--- config.mk ---
export PLATFORM = sky130hd
export DESIGN_NAME = uart_transmitter
export DESIGN_NICKNAME = d
export VERILOG_FILES = /design/src/rtl/uart_transmitter.sv
export SDC_FILE = /design/constraint.sdc
export NUM_CORES = 1
export LEC_CHECK = 0
export CELL_PAD_IN_SITES_DETAIL_PLACEMENT = 0
export CELL_PAD_IN_SITES_GLOBAL_PLACEMENT = 1
export CORE_UTILIZATION = 40
export DETAILED_ROUTE_END_ITERATION = 7
export HOLD_SLACK_MARGIN = 0.15
export PLACE_DENSITY = 0.81
export SYNTH_ARGS = -nofsm -noshare
export SYNTH_HDL_FRONTEND = slang
export SYNTH_SLANG_ARGS = --single-unit
--- constraint.sdc ---
create_clock -name clk -period 2.4 [get_ports clk]
set_input_delay 0.48 -clock clk [delete_from_list [all_inputs] [get_ports clk]]
set_output_delay 0.48 -clock clk [all_outputs]
set_load 0.01 [all_outputs]
--- src/rtl/uart_transmitter.sv ---
// UART transmitter: start bit, 8 data bits LSB first,
// optional parity, then 1 or 2 stop bits; all outputs registered.
module uart_transmitter #(
    parameter int CLKS_PER_BIT = 16,
    parameter int PARITY_EN    = 0,
    parameter int PARITY_ODD   = 0,
    parameter int STOP_BITS    = 1
) (
    input  logic       clk,
    input  logic       rst_n,
    input  logic       start_tx,
    input  logic [7:0] tx_data,
    output logic       tx_busy,
    output logic       tx_done,
    output logic       tx
);

    // Despite its name, rst_n is asserted high.
    localparam int STOP_LEN = STOP_BITS * CLKS_PER_BIT;
    localparam int CW       = $clog2(STOP_LEN);

    localparam logic [CW-1:0] BIT_LAST  = CW'(CLKS_PER_BIT - 1);
    localparam logic [CW-1:0] STOP_LAST = CW'(STOP_LEN - 1);
    localparam logic          PAR_EN    = (PARITY_EN != 0);
    localparam logic          PAR_ODD   = (PARITY_ODD != 0);

    typedef enum logic [2:0] {
        S_IDLE,
        S_START,
        S_DATA,
        S_PARITY,
        S_STOP
    } state_t;

    state_t        state_q, state_d;
    logic [CW-1:0] cnt_q, cnt_d;
    logic [2:0]    bit_q, bit_d;
    logic [7:0]    data_q, data_d;
    logic          tx_q, tx_d;
    logic          busy_q, busy_d;
    logic          done_q, done_d;

    // State and output registers; reset abandons any frame in flight.
    always_ff @(posedge clk or posedge rst_n) begin
        if (rst_n) begin
            state_q <= S_IDLE;
            cnt_q   <= '0;
            bit_q   <= '0;
            data_q  <= '0;
            tx_q    <= 1'b1;
            busy_q  <= 1'b0;
            done_q  <= 1'b0;
        end else begin
            state_q <= state_d;
            cnt_q   <= cnt_d;
            bit_q   <= bit_d;
            data_q  <= data_d;
            tx_q    <= tx_d;
            busy_q  <= busy_d;
            done_q  <= done_d;
        end
    end

    // Next-state, bit-period counter, bit index and byte capture.
    always_comb begin
        state_d = state_q;
        cnt_d   = cnt_q + 1'b1;
        bit_d   = bit_q;
        data_d  = data_q;
        unique case (state_q)
            S_IDLE: begin
                cnt_d = '0;
                bit_d = '0;
                if (start_tx) begin
                    data_d  = tx_data;
                    state_d = S_START;
                end
            end
            S_START: begin
                if (cnt_q == BIT_LAST) begin
                    cnt_d   = '0;
                    state_d = S_DATA;
                end
            end
            S_DATA: begin
                if (cnt_q == BIT_LAST) begin
                    cnt_d = '0;
                    if (bit_q == 3'd7) begin
                        state_d = PAR_EN ? S_PARITY : S_STOP;
                    end else begin
                        bit_d = bit_q + 3'd1;
                    end
                end
            end
            S_PARITY: begin
                if (cnt_q == BIT_LAST) begin
                    cnt_d   = '0;
                    state_d = S_STOP;
                end
            end
            S_STOP: begin
                if (cnt_q == STOP_LAST) begin
                    cnt_d   = '0;
                    state_d = S_IDLE;
                end
            end
            default: begin
                cnt_d   = '0;
                state_d = S_IDLE;
            end
        endcase
    end

    // Outputs follow the state being entered, so tx moves on the same edge.
    always_comb begin
        tx_d   = 1'b1;
        busy_d = (state_d != S_IDLE);
        done_d = (state_q == S_STOP) && (state_d == S_IDLE);
        unique case (state_d)
            S_START:  tx_d = 1'b0;
            S_DATA:   tx_d = data_d[bit_d];
            S_PARITY: tx_d = (^data_q) ^ PAR_ODD;
            default:  tx_d = 1'b1;
        endcase
    end

    assign tx      = tx_q;
    assign tx_busy = busy_q;
    assign tx_done = done_q;

endmodule

### Yosys cells after proc, flatten, opt, wreduce, memory -nomap -nowiden

Index checks and enable logic that the tools add are counted.
W data, S select, Z words.

| word-level totals | value |
|---|---|
| input bits | 11 |
| latch bits | 0 |
| memories kept | 0 |
| memory bits (read-only) | 0 |
| bits in registers | 21 |
| word-level logic and storage cells | 42 |
| RAM bits | 0 |

| cells by class | value |
|---|---|
| multiplexer cells | 17 |
| magnitude comparators | 1 |
| $add $sub $neg | 2 |
| bitwise logic cells | 0 |
| equality and inequality tests | 9 |
| shift operators | 0 |
| div/mod/pow operators | 0 |
| $mul | 0 |
| reductions and logical operators | 6 |

Operators by type and width:

| operator | count |
|---|---|
| $mux W3 | 8 |
| $mux W8 | 2 |
| $pmux W3 S5 | 1 |
| $eq A3 B2 Y1 const B | 4 |
| $mux W4 | 2 |
| $reduce_xor A8 Y1 | 1 |
| $eq A3 B1 Y1 const B | 2 |
| $eq A3 B3 Y1 const B | 2 |
| $logic_not A3 Y1 | 2 |
| $pmux W3 S2 | 1 |
| $add A4 B1 Y4 const B | 1 |
| $eq A4 B4 Y1 const B | 1 |
| $lt A3 B4 Y1 const B | 1 |
| $reduce_or A4 Y1 | 1 |
| $add A3 B1 Y3 const B | 1 |
| $bmux W1 S3 | 1 |
| $pmux W1 S3 | 1 |
| $reduce_bool A3 Y1 | 1 |
| $logic_and A1 B1 Y1 | 1 |
| $mux W1 | 1 |

### Depth between registers and ports, before layout

| depth | value |
|---|---|
| word-level depth | 7 |
| mapped depth | 9 |
| mapped depth without buffers | 8 |

### Least setup slack after synthesis

Ideal clock, no wire load.

| timing | value |
|---|---|
| path kind | reg-to-reg |
| from | register state_q[2] |
| to | register tx_q (netlist: tx) |
| arrival | 1.805 ns |
| clock period less this slack | 1.884 ns |
| stages on the path, launching flop included | 8 |
| setup slack | 0.516 ns |
| library setup time | 0.079 ns |
| required time | 2.321 ns |
| cell sequence | dfrtp_1 buf_6 nor4b_4 mux2_4 nor3_2 nand3b_1 o2111ai_1 o211a_1 |

| on the way | value |
|---|---|
| cells in the longest elaborated chain, start to end | 5 |

Ends and longest elaborated chain:

| item | RTL line | RTL |
|---|---|---|
| from (decl) | 35 | `state_t state_q, state_d;` |
| from (signal assigned) | 54 | `state_q <= state_d;` |
| $logic_not A3 Y1 | 70 | `unique case (state_q)` |
| $mux W8 | 70 |  |
| named net data_d[4] | 38 | `logic [7:0] data_q, data_d;` |
| $bmux W1 S3 | 121 | `S_DATA: tx_d = data_d[bit_d];` |
| $mux W1 (not written as such) | 121 |  |
| $pmux W1 S3 | 119 | `unique case (state_d)` |
| named net tx_d | 39 | `logic tx_q, tx_d;` |
| to (signal assigned) | 58 | `tx_q <= tx_d;` |
| to (decl) | 39 |  |

The timed path passes the listed nets, and every way through them passes these cells. The select of a mux whose other input is x is not followed.

### Worst setup path in the final report

| timing | value |
|---|---|
| from | register cnt_q[0] |
| to | register tx_q (netlist: tx) |

| on the way | value |
|---|---|
| cells in the longest elaborated chain, start to end | 6 |

Ends and longest elaborated chain:

| item | RTL line | RTL |
|---|---|---|
| from (decl) | 36 | `logic [CW-1:0] cnt_q, cnt_d;` |
| from (signal assigned) | 55 | `cnt_q <= cnt_d;` |
| $eq A4 B4 Y1 * | -- |  |
| $mux W3 | 86 | `if (cnt_q == BIT_LAST) begin` |
| $pmux W3 S2 | 70 |  |
| $bmux W1 S3 | 121 |  |
| $mux W1 (not written as such) | 121 |  |
| $pmux W1 S3 * | 119 |  |
| named net tx_d | 39 |  |

Mark *: on every way through the listed nets, which the timed path passes. The rest lies on a longest branch. The select of a mux whose other input is x is not followed.

==> flow_summary.json <==
{
  "worstMarginPinSlew_ns": 0.409,
  "grt_pass1_vias": 798,
  "yosysTopAreaCellShare": 0.442,
  "crit_family": "simple AND/OR/NAND/NOR gates",
  "slew_viol_final": 0,
  "row_count": 18,
  "num_io_pins": 14,
  "synth_flop_cell": "dfrtp_1",
  "hold_buffers": 0,
  "critical_path_class": "reg -> reg",
  "slowest_delay_ns": 0.41,
  "synth.area.top_cells": "dfrtp_1 44%, xnor2_1 6.2%, mux2_2 6.0%",
  "nets": 132,
  "fin_tns_setup_ns": 0,
  "r2r_start": "cnt_q[0]$_DFF_PP0_",
  "drtIter0Drc": 30,
  "wl_per_cell_um": 13.9,
  "syn_area_um2": 1130,
  "core_um2": 2570,
  "r2r_cells": 7,
  "grt_start_max_net_pins": 22,
  "rsz0062_at_grt": "false",
  "clk_pin_slew_ns": 0.11,
  "worst_setup_path_end_kind": "flip-flop",
  "power_w": 0.00150,
  "synth_nets": 114,
  "fin_skew_ns": 0.00415,
  "totalWireLength_um": 2060,
  "cts-htree-levels": 1,
  "wl_met2_um": 993,
  "synth_area_leader_cell": "dfrtp_1",
  "status": "completed",
  "wl_met3_um": 45,
  "synth_edf_count": 0,
  "clockRootBuffer": "clkbuf_4",
  "cts_tree": "built",
  "antenna_cells": 0,
  "die_w_um": 55.2,
  "yosysSeqAreaShare": 0.465,
  "cts_resized": 0,
  "die_height_um": 55.2,
  "dp_hpwl_um": 1590,
  "cp.required_ns": 2.63,
  "io_buffers": 13,
  "vdd_ir_drop_max_mv": 0.691,
  "r2r_setup_slack_ns": 0.36,
  "fin_crit_sh": 0.848,
  "max_cap_viol_count": 0,
  "cts_sinks": 21,
  "grt_antenna_before_repair": 0,
  "avgSynthCellArea_um2": 11.2,
  "multiInputGateArea_um2": 548,
  "postCtsSetupBuffers": 0,
  "rr_endpoint": "tx$_DFF_PP1_",
  "clock.fmax_mhz": 491,
  "hold_class": "in -> async",
  "maxSlewHeadroom": 0.724,
  "routabilityCongestion": 0.820,
  "setup_violations": 0,
  "cts_buffer_depth": 2,
  "final.fill_count": 244,
  "drc_errors": 0,
  "dieArea_um2": 3050,
  "viasPerCell": 5.28,
  "cp_slowest_cell": "dfrtp_1",
  "area.sequential_um2": 527,
  "start_util": 0.442,
  "synthCells": 101,
  "clkLatencyLatePin_ns": 0.29,
  "start_kind": "flip-flop",
  "synthToLayoutAreaGrowth_pct": 16.9,
  "hold_viol_final": 0,
  "ys_seq_elements": 21,
  "power_density_nw_per_um2": 1130,
  "dr.max_layer_used": "met4",
  "num_vias": 782,
  "track_usage": 0.149,
  "synth.most_common_cell": "dfrtp_1",
  "synth_commonest_cells": "20 x dfrtp_1, 9 x nor2_1, 8 x xnor2_1, 7 x inv_1, 6 x mux2_2",
  "synth_warnings": 0,
  "critical_path.max_fanout": 4,
  "synth_cell_type_count": 39,
  "ys_async_sr_fraction": 1.00,
  "first_pass_iters": 4,
  "critical_path_buf_inv_count": 0,
  "drive_above_1_share": 0.186,
  "cts_buffers": 3,
  "drt-met1-wl_um": 1010,
  "crit_top_cell": "mux2i_1",
  "fin_hold_ws_ns": 0.494,
  "grt_overflow": 0,
  "ant_nets": 0,
  "grt_pass1_wl_um": 3620,
  "power_leakage_nw": 0.592,
  "period_needed_ns": 2.04,
  "worstPathArrival_ns": 2.26,
  "worstPathCellList": "ha_1 -> and3_1 -> o211ai_1 -> nor2_1 -> mux2i_1 -> mux2i_1 -> o211a_1"
}
==> cells by family after synthesis <==
group                    synth area share
adder cells (fa/ha/maj)            0.0221
buffers and inverters              0.0519
AND/OR/NAND/NOR                     0.167
multiplexers                        0.121
AO/OA/AOI/OAI                       0.104
flip-flops                          0.465
XOR/XNOR                           0.0695
==> cell type report <==
| type | count | share of cell area |
|---|---|---|
| Multi-Input combinational cell | 69 | 0.414 |
| Sequential cell | 21 | 0.398 |
| Timing Repair Buffer | 17 | 0.121 |
| Tap cell | 30 | 0.0283 |
| Clock buffer | 4 | 0.0198 |
| Inverter | 7 | 0.0198 |
==> flip-flops by register name, summed over array words and instances, names as in the netlist <==
signal / flops
bit_q: 3
cnt_q: 4
data_q: 8
state_q: 3
tx: 1
tx_busy: 1
tx_done: 1
==> metrics by stage <==
stage,instances,area [µm²],worst slack (ns),util
global placement,144,1300,0.108,0.506
detailed placement,144,1300,0.100,0.506
floorplan,101,1130,0.516,-
finish,148,1330,0.364,0.516
CTS,148,1330,0.353,0.516
global route,148,1330,0.182,0.516
==> layer usage <==
layer  vias up  GRT usage
met1       381      0.209
met3         2     0.0234
li1        390          -
met2         9      0.234
met4         0     0.0536
met5         -          0
==> worst register-to-register path, stage by stage, from the launching register on <==
cell      delay (ns)
dfrtp_1         0.41
ha_1            0.24
and3_1          0.20
o211ai_1        0.16
nor2_1          0.36
mux2i_1         0.26
mux2i_1         0.09
o211a_1         0.25
==> worst max path at each step <==
stage | to | from | slack (ns) | cells past startpoint
global route | tx$_DFF_PP1_ | cnt_q[0]$_DFF_PP0_ | 0.18 | 7
finish | tx$_DFF_PP1_ | cnt_q[0]$_DFF_PP0_ | 0.36 | 7
CTS | tx$_DFF_PP1_ | cnt_q[0]$_DFF_PP0_ | 0.35 | 7
global placement | tx$_DFF_PP1_ | start_tx | 0.11 | 8
detailed placement | tx$_DFF_PP1_ | start_tx | 0.10 | 8
floorplan | tx$_DFF_PP1_ | state_q[2]$_DFF_PP0_ | 0.52 | 7
==> cell usage in the layout (no fill, tap or decap), types with 3 or more instances in the layout <==
cell type / count
nor2_1: 9
clkbuf_4: 3
buf_4: 4
clkdlybuf4s50_1: 13
inv_1: 7
a21oi_1: 4
dfrtp_1: 20
xnor2_1: 8
mux2_2: 6
mux2i_1: 4
o21ai_0: 5
==> power breakdown <==
| group | leakage, nW | internal, W | total [W] | switching [W] |
|---|---|---|---|---|
| combinational | 0.321 | 0.000400 | 0.000710 | 0.000310 |
| clock | 0.0150 | 0.0000646 | 0.000165 | 0.000100 |
| sequential | 0.256 | 0.000497 | 0.000626 | 0.000129 |
| total | 0.592 | 0.000962 | 0.00150 | 0.000539 |
(Power assumes the default switching activity.)
